### config.mk
export PLATFORM = sky130hd
export DESIGN_NAME = vblank_update_sched
export DESIGN_NICKNAME = d
export VERILOG_FILES = /design/src/rtl/vblank_update_sched.sv
export SDC_FILE = /design/constraint.sdc
export NUM_CORES = 1
export LEC_CHECK = 0
export ABC_AREA = 1
export BUFFER_PORTS_ARGS = -buffer_cell sky130_fd_sc_hd__buf_4
export CORE_ASPECT_RATIO = 1.1
export CORE_UTILIZATION = 40
export DETAILED_ROUTE_END_ITERATION = 12
export PLACE_DENSITY = 0.61
export SYNTH_ARGS = -nofsm -noshare
export SYNTH_HDL_FRONTEND = slang
export SYNTH_SLANG_ARGS = --single-unit
### constraint.sdc
create_clock -name clk -period 2.6 [get_ports clk]
set_clock_uncertainty 0.15 [all_clocks]
set_input_delay 0 -clock clk [delete_from_list [all_inputs] [get_ports clk]]
set_output_delay 0 -clock clk [all_outputs]
set_load 0.03 [all_outputs]
### src/rtl/vblank_update_sched.sv
// -----------------------------------------------------------------------------
// vblank_update_sched
//
// Per-frame game-logic scheduler. Once every FRAME_DIV vertical-blank rising
// edges it walks the game-logic clients 0..N_CLIENTS-1 in order. Each client
// gets a one-cycle start pulse and is then waited on until it returns its done
// pulse or a timeout expires. All game-state updates therefore land inside the
// blanking interval, between active frames.
//
// Ports
//   clk          pixel clock, the only clock
//   rst          asynchronous reset, active low
//   vblnk        vertical blank from the video timing generator
//   game_active  1 = game running; 0 = scheduler forced idle
//   clr_err      one-cycle pulse, clears timeout_err and overrun
//   done         per-client completion pulse (only the active client's bit counts)
//   start        one-hot, one-cycle start pulse to the active client
//   busy         high while a sequence is in progress
//   frame_tick   one-cycle pulse when a full sequence completes
//   frame_cnt    completed-sequence counter, wraps 0xFFFF -> 0
//   timeout_err  sticky, bit i set when client i timed out
//   overrun      sticky, sequence still busy at end of vblank or at next trigger
// -----------------------------------------------------------------------------
module vblank_update_sched #(
    parameter int N_CLIENTS = 4,
    parameter int TIMEOUT   = 4095,
    parameter int FRAME_DIV = 1
) (
    input  logic                 clk,
    input  logic                 rst,
    input  logic                 vblnk,
    input  logic                 game_active,
    input  logic                 clr_err,
    input  logic [N_CLIENTS-1:0] done,
    output logic [N_CLIENTS-1:0] start,
    output logic                 busy,
    output logic                 frame_tick,
    output logic [15:0]          frame_cnt,
    output logic [N_CLIENTS-1:0] timeout_err,
    output logic                 overrun
);

    localparam int IDX_W = (N_CLIENTS > 1) ? $clog2(N_CLIENTS) : 1;
    localparam int TMR_W = $clog2(TIMEOUT);
    localparam int DIV_W = (FRAME_DIV > 1) ? $clog2(FRAME_DIV) : 1;

    localparam logic [IDX_W-1:0] IDX_LAST = IDX_W'(N_CLIENTS - 1);
    localparam logic [IDX_W-1:0] IDX_ONE  = IDX_W'(1);
    localparam logic [TMR_W-1:0] TMR_LAST = TMR_W'(TIMEOUT - 1);
    localparam logic [TMR_W-1:0] TMR_ONE  = TMR_W'(1);
    localparam logic [DIV_W-1:0] DIV_LAST = DIV_W'(FRAME_DIV - 1);
    localparam logic [DIV_W-1:0] DIV_ONE  = DIV_W'(1);

    typedef enum logic [1:0] {
        ST_IDLE  = 2'd0,
        ST_START = 2'd1,
        ST_WAIT  = 2'd2,
        ST_DONE  = 2'd3
    } state_t;

    state_t                 state_q, state_d;
    logic [IDX_W-1:0]       idx_q, idx_d;
    logic [TMR_W-1:0]       timer_q, timer_d;
    logic [DIV_W-1:0]       div_cnt_q, div_cnt_d;
    logic                   vblnk_prev_q;
    logic                   busy_q, busy_d;
    logic [15:0]            frame_cnt_q, frame_cnt_d;
    logic [N_CLIENTS-1:0]   timeout_err_q, timeout_err_d;
    logic                   overrun_q, overrun_d;

    logic                   rise;
    logic                   fall;
    logic                   trig;
    logic [N_CLIENTS-1:0]   err_set;

    assign rise = vblnk & ~vblnk_prev_q;
    assign fall = ~vblnk & vblnk_prev_q;

    // Frame divider: counts vblank rises while the game runs; a held-off game
    // restarts the count so the first sequence after resume is FRAME_DIV rises away.
    always_comb begin
        div_cnt_d = div_cnt_q;
        trig      = 1'b0;
        if (!game_active) begin
            div_cnt_d = '0;
        end else if (rise) begin
            if (div_cnt_q == DIV_LAST) begin
                trig      = 1'b1;
                div_cnt_d = '0;
            end else begin
                div_cnt_d = div_cnt_q + DIV_ONE;
            end
        end
    end

    // Sequencer next-state logic.
    always_comb begin
        state_d     = state_q;
        idx_d       = idx_q;
        timer_d     = timer_q;
        frame_cnt_d = frame_cnt_q;
        err_set     = '0;

        if (!game_active) begin
            // Abort: drop the sequence silently, no tick, no error.
            state_d = ST_IDLE;
            idx_d   = '0;
            timer_d = '0;
        end else begin
            case (state_q)
                ST_IDLE: begin
                    if (trig) begin
                        state_d = ST_START;
                        idx_d   = '0;
                    end
                end
                ST_START: begin
                    timer_d = '0;
                    state_d = ST_WAIT;
                end
                ST_WAIT: begin
                    timer_d = timer_q + TMR_ONE;
                    // done takes priority over a simultaneous timeout.
                    if (done[idx_q] || (timer_q == TMR_LAST)) begin
                        if (!done[idx_q]) begin
                            err_set[idx_q] = 1'b1;
                        end
                        timer_d = '0;
                        if (idx_q == IDX_LAST) begin
                            state_d = ST_DONE;
                        end else begin
                            idx_d   = idx_q + IDX_ONE;
                            state_d = ST_START;
                        end
                    end
                end
                ST_DONE: begin
                    frame_cnt_d = frame_cnt_q + 16'd1;
                    idx_d       = '0;
                    state_d     = ST_IDLE;
                end
                default: begin
                    state_d = ST_IDLE;
                    idx_d   = '0;
                end
            endcase
        end

        busy_d = (state_d != ST_IDLE);

        // Sticky flags: a set in the same cycle as clr_err survives.
        timeout_err_d = (timeout_err_q & ~{N_CLIENTS{clr_err}}) | err_set;
        overrun_d     = (overrun_q & ~clr_err) | ((fall | trig) & busy_q);
    end

    always_ff @(posedge clk or negedge rst) begin
        if (!rst) begin
            state_q       <= ST_IDLE;
            idx_q         <= '0;
            timer_q       <= '0;
            div_cnt_q     <= '0;
            vblnk_prev_q  <= 1'b0;
            busy_q        <= 1'b0;
            frame_cnt_q   <= '0;
            timeout_err_q <= '0;
            overrun_q     <= 1'b0;
        end else begin
            state_q       <= state_d;
            idx_q         <= idx_d;
            timer_q       <= timer_d;
            div_cnt_q     <= div_cnt_d;
            vblnk_prev_q  <= vblnk;
            busy_q        <= busy_d;
            frame_cnt_q   <= frame_cnt_d;
            timeout_err_q <= timeout_err_d;
            overrun_q     <= overrun_d;
        end
    end

    // Pulses are decoded from the registered state; gating with game_active
    // guarantees nothing is issued in the cycle the game is switched off.
    always_comb begin
        start = '0;
        if ((state_q == ST_START) && game_active) begin
            start[idx_q] = 1'b1;
        end
    end

    assign frame_tick  = (state_q == ST_DONE) && game_active;
    assign busy        = busy_q;
    assign frame_cnt   = frame_cnt_q;
    assign timeout_err = timeout_err_q;
    assign overrun     = overrun_q;

endmodule

**Word-level counts from Yosys, hierarchy flattened**

Index checks and enable logic that the tools add are counted.

- Register bits after elaboration: 40
- Logic and storage cells: 74
- Input bits: 9
- Output and inout port bits: 27

- Reduce and logical (&&, ||, !) cells: 8
- Equality and inequality tests: 11
- $add $sub $neg: 4
- Magnitude comparators: 2
- Bitwise logic cells: 12
- Muxes and demuxes: 28

Operators with widths:

| cell | number |
|---|---|
| $mux 12 | 2 |
| $pmux 12 s2 | 1 |
| $mux 4 | 5 |
| $add 16x1->16 const B | 1 |
| $mux 2 | 8 |
| $add 12x1->12 const B | 1 |
| $eq 12x12->1 const B | 1 |
| $ne 3x3->1 const B | 3 |
| $mux 1 | 8 |
| $pmux 2 s4 | 1 |
| $eq 2x2->1 const B | 3 |
| $pmux 2 s3 | 1 |
| $and 1x1->1 | 4 |
| $and 4x4->4 | 1 |
| $ne 4x1->1 const B | 1 |
| $not 4->4 | 1 |
| $or 4x4->4 | 1 |
| $reduce_and 4->1 | 1 |
| $logic_and 1x1->1 | 3 |
| $lt 2x3->1 const B | 1 |
| $ne 3x1->1 const B | 1 |
| $not 1->1 | 3 |
| $add 2x1->2 const B | 1 |
| $bmux 1 s2 | 1 |
| 10 further kinds | 11 |

**Longest topological paths before layout**

Gate-level depths: netlist of the first run.

- Word-level depth: 9
- Gate-level depth with buffers: 9
- Mapped depth without buffers: 9

**Worst setup path before layout of the first run**

Ideal clock, no wire load.

- Path type: flip-flop to flip-flop
- Start point: register frame_cnt_q[0], in the netlist frame_cnt[0]
- End point: register frame_cnt_q[10], in the netlist frame_cnt[10]
- Path buffers: 0
- Clock period less this slack: 1.736 ns
- Library setup time: 0.134 ns
- Slack: 0.864 ns
- Required time: 2.316 ns
- Cell stages (with the launch flop): 8
- Arrival time: 1.452 ns
- Cell sequence: dfrtp_1 ha_1 nand3_1 nor2_2 nand2_1 nor2_1 nand2_1 xnor2_1

- Longest elaborated chain between the ends: 1

RTL lines:

| what | line | source |
|---|---|---|
| start, declared | 67 | `logic [15:0] frame_cnt_q, frame_cnt_d;` |
| start signal, assigned | 174 | `frame_cnt_q <= frame_cnt_d;` |
| $add 16x1->16 | 138 | `frame_cnt_d = frame_cnt_q + 16'd1;` |

Every way passes these cells.
A chain may end at the register's enable or synchronous reset.

**Final worst setup path of the first run**

- Start point: register idx_q[0]
- End point: register busy_q, in the netlist busy

- Longest elaborated chain between the ends: 7
- Elaborated cells on any way between the ends: 9
- Classes of those cells: eq/ne: 1; mux: 6; reduce/logical: 2

RTL lines:

| what | line | source |
|---|---|---|
| start, declared | 62 | `logic [IDX_W-1:0] idx_q, idx_d;` |
| start signal, assigned | 169 | `idx_q <= idx_d;` |
| $bmux 1 s2 | 124 | `if (done[idx_q] \|\| (timer_q == TMR_LAST)) begin` |
| $mux 1 (not written as such) | 124 |  |
| $logic_or 1x1->1 | 124 |  |
| $mux 2 * | 124 |  |
| $pmux 2 s4 * | 110 | `case (state_q)` |
| $mux 2 * | 104 | `if (!game_active) begin` |
| $reduce_bool 2->1 * | 149 | `busy_d = (state_d != ST_IDLE);` |
| net busy_d | 66 | `logic busy_q, busy_d;` |
| end signal, assigned | 173 | `busy_q <= busy_d;` |
| end, declared | 66 |  |

Mark *: on every way through the listed nets, which the timed path passes. The rest lies on a longest branch. The select of a mux whose other input is x is not followed.

==> reports/metrics.cfg, run 1 <==
[status]
status = finished clean

[yosys]
yosysSeqAreaShare = 0.451
synth.top_cell.area_share = 0.451
synth_nets = 304
synth_common_cells = 99 x nand2_1, 45 x nor2_1, 39 x dfrtp_1
synth_area_um2 = 2160
synthMuxAreaShare = 0
synth-edff-count = 0
synthSimpleGateAreaFrac = 0.349
synth-xor-area-share = 0.0688
synth_top_area_cell = dfrtp_1
avgSynthCellArea_um2 = 7.51
synth_most_common_cell = nand2_1
synthTopCellsByArea = dfrtp_1 45%, nand2_1 17%, nor2_1 7.8%
ys_ff_latch = 39
synthFlopType = dfrtp_1
ys_warn_count = 0
synth_cells = 288
synth-compound-area-share = 0.0272
synth_top_family_by_area = simple AND/OR/NAND/NOR gates
synth_cell_type_count = 17
async_flop_share = 1.00
synthAdderAreaFrac = 0.0405

[critical_path]
slowest_stage = dfrtp_1
worstPathArrival_ns = 1.70
critPathMaxStageDelay_ns = 0.46
path_common_cell = nand2_1
crit_family = simple AND/OR/NAND/NOR gates
r2r_slack_ns = 0.91
cp.depth = 7
worst-path-buf-inv = 1
crit_fanout = 7
r2r-end = busy
crit_chain = inv_1, nand2_1, nand3_1, nand2_1, nand2_1, nand2_1, nand4_1
reg2reg_from = idx_q[0]
critPathKind = reg -> reg
cp-end-kind = flip-flop
cp-start-kind = flip-flop
crit_required_ns = 2.61
reg2reg_depth = 7

[cells_and_area]
final_cells = 406
seq_area_um2 = 976
nFillCells = 514
num-nets-final = 349
drive_gt1_frac = 0.141
syn_to_final_growth_pct = 21.8
n_antenna_cell = 0
multi_input_area_um2 = 1050

[place]
globalplace.congestion = 0.798
dpl.cell_count = 394
dp_hpwl_um = 3360
port_buffers = 35
preCtsSetupSlack_ns = 0.905

[clock_tree]
numCtsBuffers = 5
cts_setup_buffers = 0
cts_resized = 0
cts_hold_buf = 4
tritoncts = built
cts.clk_slew.worst_paths_ns = 0.08
cts-root-buf = clkbuf_8
clkLatencyLatePin_ns = 0.29
cts_buffer_depth = 2
cts_sinks = 39
htreeDepth = 2

[drt]
ant_nets = 0
routedWlPerCell_um = 11.1
dr_total_vias = 1878
drt-initial-drc-count = 49
drc = 0
routed_wl_um = 4510
viasPerCell = 4.63
drtPass1Iterations = 4

[floorplan]
rows = 27
pin_count = 36
core_area_um2 = 5100
die_height_um = 79.1
die_x_um = 72.1
dieArea_um2 = 5710
initial_core_util = 0.424

[timing]
setup_viol = 0
max_freq_mhz = 593
maxSlewHeadroom = 0.666
fin_tns_setup_ns = 0
slew_violations = 0
finalHoldViolations = 0
timing.final.crit_share = 0.648
tightest_slew_ns = 0.501
setup_slack_ns = 0.914
period_minus_slack_ns = 1.69
rsz0062_at_grt = no

[global_route]
grt_max_degree = 40
grt_antenna_before_repair = 0
grt_pass1_wl_um = 7800
grt_pass1_vias = 1777
grt_overflow = 0
grt_usage = 0.178

[job]
drv_cap = 0

[power]
power.leakage_nw = 1.37
power_density_nw_per_um2 = 433
total_power_mw = 1.14
ir_drop_mv = 0.206

[min_path]
hold_path.class = in -> async

==> placed cells by master, fill, tap and decap left out <==
cell type	netlist	layout
xor2_1	10	10
o22ai_1	3	3
nand3_4	2	2
clkbuf_8	0	5
dlygate4sd3_1	0	4
ha_1	7	7
o21ai_0	7	7
nand4_1	6	6
nand3b_1	4	4
clkinv_2	0	3
nor2_2	2	2
dfrtp_1	39	39
nor3_1	3	3
inv_1	35	35
buf_4	0	35
xnor2_1	7	7
nand3_1	17	17
a21oi_1	1	1
nand2_1	99	99
nor2_1	45	45
==> cell type report <==
| class | count | area share |
|---|---|---|
| clock buffers | 5 | 0.0261 |
| clock inverters | 3 | 0.00570 |
| repair buffers | 39 | 0.115 |
| inverters | 35 | 0.0499 |
| multi-input cells | 213 | 0.399 |
| well taps | 72 | 0.0342 |
| flip-flops and latches | 39 | 0.370 |
==> state kept, by name, indices dropped and copies added, names as in the netlist <==
register      flops
busy              1
frame_cnt        16
idx_q             2
overrun           1
state_q           2
timeout_err       4
timer_q          12
vblnk_prev_q      1
==> through the flow <==
step / utilization / instance area (µm²) / hold slack [ns]
3_3_place_gp: 0.492 / 2510 / -0.145
2_1_floorplan: - / 2160 / -0.446
3_5_place_dp: 0.492 / 2510 / -0.138
6_report: 0.517 / 2640 / 0.0741
5_1_grt: 0.517 / 2640 / 0.121
4_1_cts: 0.517 / 2640 / 0.0891
==> per-layer routing <==
layer  share of wire  global-route usage  vias up
met2            0.50               0.311       30
met3           0.031              0.0381        7
li1                -                   -      984
met5               0                   0        -
met4           0.017              0.0706        0
met1            0.45               0.210      857
==> report_power, final <==
group          internal, mW  total [mW]  switching, mW
sequential            0.618       0.632         0.0141
clock                 0.183       0.392          0.209
combinational        0.0407       0.117         0.0765
total                 0.842        1.14          0.299
==> cell families (layout without fill, tap and decap cells) <==
group           after synthesis  count (layout)
fa+ha+maj                     7               7
simple gates                178             178
xor+xnor                     17              17
buf+inv                      36              82
compound gates               11              11
flops                        39              39
==> how the worst max path moves through the flow <==
stage	from	end
after floorplan	frame_cnt[0]	frame_cnt[10]
after detailed placement	idx_q[0]	busy
after global routing	idx_q[0]	busy
after global placement	idx_q[0]	busy
after CTS	idx_q[0]	busy
final	idx_q[0]	busy
Power figures use the tool's default switching activity.
==> run 2: changes to the inputs <==
--- a/config.mk
+++ b/config.mk
@@ -10,7 +10,7 @@
 export CORE_ASPECT_RATIO = 1.1
 export CORE_UTILIZATION = 40
 export DETAILED_ROUTE_END_ITERATION = 12
-export PLACE_DENSITY = 0.61
+export PLACE_DENSITY = 0.63
 export SYNTH_ARGS = -nofsm -noshare
 export SYNTH_HDL_FRONTEND = slang
 export SYNTH_SLANG_ARGS = --single-unit
==> constraint.sdc (replaced) <==
create_clock -name clk -period 1.5 [get_ports clk]
set_clock_uncertainty 0.15 [all_clocks]
set_input_delay 0 -clock clk [delete_from_list [all_inputs] [get_ports clk]]
set_output_delay 0 -clock clk [all_outputs]
set_load 0.03 [all_outputs]
==> run 2 against run 1 <==
  * The run now ends with negative setup slack left
  * Combinational power increased to 2.6 times the previous value
  * First-iteration DRC count unchanged
  * Global-route usage increased by 1.6 points
  * Register-to-register slack got worse by 0.96 ns
  * Core utilization increased by 15 points
  * Largest cell class unchanged
  * Highest routed layer unchanged
==> reports/metrics.cfg, run 2 (synthesized netlist as in run 1, its figures left out) <==
[drt]
viasPerCell = 4.71  ; +1.7%
ant_nets = 0  ; unchanged
drt-initial-drc-count = 49  ; unchanged
drc = 0  ; unchanged
routed_wl_um = 5580  ; +24%
dr_total_vias = 2146  ; +14%
routedWlPerCell_um = 12.2  ; +10%
drtPass1Iterations = 4  ; unchanged

[cells_and_area]
syn_to_final_growth_pct = 56.4
final_cell_mix = 80 x nand2_1, 70 x buf_4, 34 x dfrtp_1
n_antenna_cell = 0  ; unchanged
drive_gt1_frac = 0.417  ; +0.276
num-nets-final = 399  ; +14%
final_cells = 456  ; +12%
nFillCells = 421  ; -18%
largest_reg_flops = 16  ; unchanged
final_common_cell = nand2_1
fin_area_um2 = 3380  ; +28%

[critical_path]
slowest_stage = dfrtp_2
critPathMaxStageDelay_ns = 0.45  ; about the same
crit_chain = ha_1, inv_1, nor2_2, nor3_2, nand2_2, nand2_2, nand2_2
crit_fanout = 6  ; -1
crit_required_ns = 1.53  ; -1.08 ns
worstPathArrival_ns = 1.57  ; -0.13 ns
cp-end-kind = flip-flop
cp-start-kind = flip-flop
crit_family = simple AND/OR/NAND/NOR gates
critPathKind = reg -> reg
path_common_cell = nand2_2
worst-path-buf-inv = 1  ; unchanged

[timing]
rsz0062_at_grt = yes
tightest_slew_ns = 0.499  ; -0.00231 ns
whs_ns = 0.0956  ; +0.0216 ns
max_freq_mhz = 647  ; +9.1%
timing.final.crit_share = 1.03  ; +0.382
fin_tns_setup_ns = -0.125  ; -0.125 ns
period_minus_slack_ns = 1.55  ; -0.141 ns
setup_slack_ns = -0.0452  ; -0.959 ns
finalHoldViolations = 0  ; unchanged
maxSlewHeadroom = 0.667  ; +0.00154
setup_viol = 5  ; +5
slew_violations = 0  ; unchanged

[floorplan]
core_area_um2 = 5100  ; unchanged
die_x_um = 72.1  ; unchanged
initial_core_util = 0.424  ; unchanged
rows = 27  ; unchanged
die_height_um = 79.1  ; unchanged
dieArea_um2 = 5710  ; unchanged
pin_count = 36  ; unchanged

[global_route]
grt_pass1_wl_um = 8600  ; +10%
grt_usage = 0.194  ; +0.0158
grt_antenna_before_repair = 0  ; unchanged
grt_max_degree = 40  ; unchanged
grt_pass1_vias = 2001  ; +13%
grt_overflow = 0  ; unchanged

[place]
port_buffers = 35  ; unchanged
dpl_cell_area_um2 = 2800  ; +12%
globalplace.congestion = 0.833  ; +4.3%
dp_hpwl_um = 3630  ; +8.2%
dpl.cell_count = 429  ; +8.9%

[status]
violations = negative setup slack
status = finished with violations

[clock_tree]
tritoncts = built
htreeDepth = 2  ; unchanged
cts.clk_slew.worst_paths_ns = 0.08  ; about the same
numCtsBuffers = 5  ; unchanged
cts_buffer_depth = 2  ; unchanged
clkLatencyLatePin_ns = 0.29  ; about the same
cts-root-buf = clkbuf_8
cts_sinks = 39  ; unchanged

[power]
power_density_nw_per_um2 = 619  ; +43%
power.leakage_nw = 1.67  ; +22%
cellInternalPower_mw = 1.53  ; +81%
power_frac_clock = 0.329  ; -0.015
p_seq_frac = 0.525  ; -0.029
ir_drop_mv = 0.341  ; +66%
swShare = 0.271  ; +0.00849
combPwrFrac = 0.146  ; +0.043
p_sw_mw = 0.567  ; +90%
total_power_mw = 2.09  ; +84%

[min_path]
hold_path.class = in -> async

[job]
drv_cap = 0  ; unchanged

-- run 2: power by group through the flow --
stage | clock network, mW | logic (mW) | registers (mW)
floorplan | 0 | 0.0854 | 1.15
global placement | 0 | 0.240 | 1.12
detailed placement | 0 | 0.242 | 1.12
CTS | 0.711 | 0.265 | 1.10
global route | 0.757 | 0.337 | 1.10
finish | 0.690 | 0.305 | 1.10
-- run 2: path summary, 6_finish.rpt --
path | end | slack, ns | depth (start not counted) | startpoint
max in group asynchronous | idx_q[0] | 0.73 | 2 | rst
worst max-delay path | idx_q[0] | -0.05 | 7 | idx_q[0]
worst min-delay path | frame_cnt[11] | 0.1 | 2 | rst
min in group clk | idx_q[0] | 0.11 | 5 | game_active
worst max register to register | idx_q[0] | -0.05 | 7 | idx_q[0]
worst min register to register | overrun | 0.34 | 2 | busy
-- run 2: worst register-to-register path, stage by stage (launching register included) --
cell and delay (ns):
dfrtp_2 0.45, ha_1 0.20, inv_1 0.13, nor2_2 0.07, nor3_2 0.21, nand2_2 0.10
nand2_2 0.08, nand2_2 0.05
-- run 2: cell type report --
class	instances	area (µm²)	share of cell area
multi-input combinational	213	1350	0.399
clock buffer	7	76.3	0.0226
inverter	35	138	0.0407
clock inverter	1	5.00	0.00148
sequential	39	982	0.290
tap	72	90.1	0.0266
timing repair buffer	89	743	0.220
-- run 2: per-stage QoR --
step	utilization	setup slack, ns
2_1_floorplan	-	-0.0788
3_3_place_gp	0.549	-0.0374
6_report	0.663	-0.0452
4_1_cts	0.595	-0.0487
5_1_grt	0.663	-0.131
3_5_place_dp	0.549	-0.0915
-- run 2: repair_timing --
action / CTS / global route
setup buffers: 5 / 10
gates resized for setup: 21 / 75
endpoints found under the hold margin: 48 / 0
gates cloned: 0 / 0
pin swaps: 4 / 31
hold buffers: 4 / 0
endpoints found under the setup margin: 21 / 33
-- run 2: routing by layer --
layer / track usage / vias to the layer above / wire [µm] / share of wire
met2: 0.340 / 43 / 3000 / 0.54
met5: 0 / - / 0 / 0
met3: 0.0355 / 11 / 159 / 0.028
met1: 0.229 / 1007 / 2320 / 0.41
li1: - / 1085 / - / -
met4: 0.0824 / 0 / 102 / 0.018
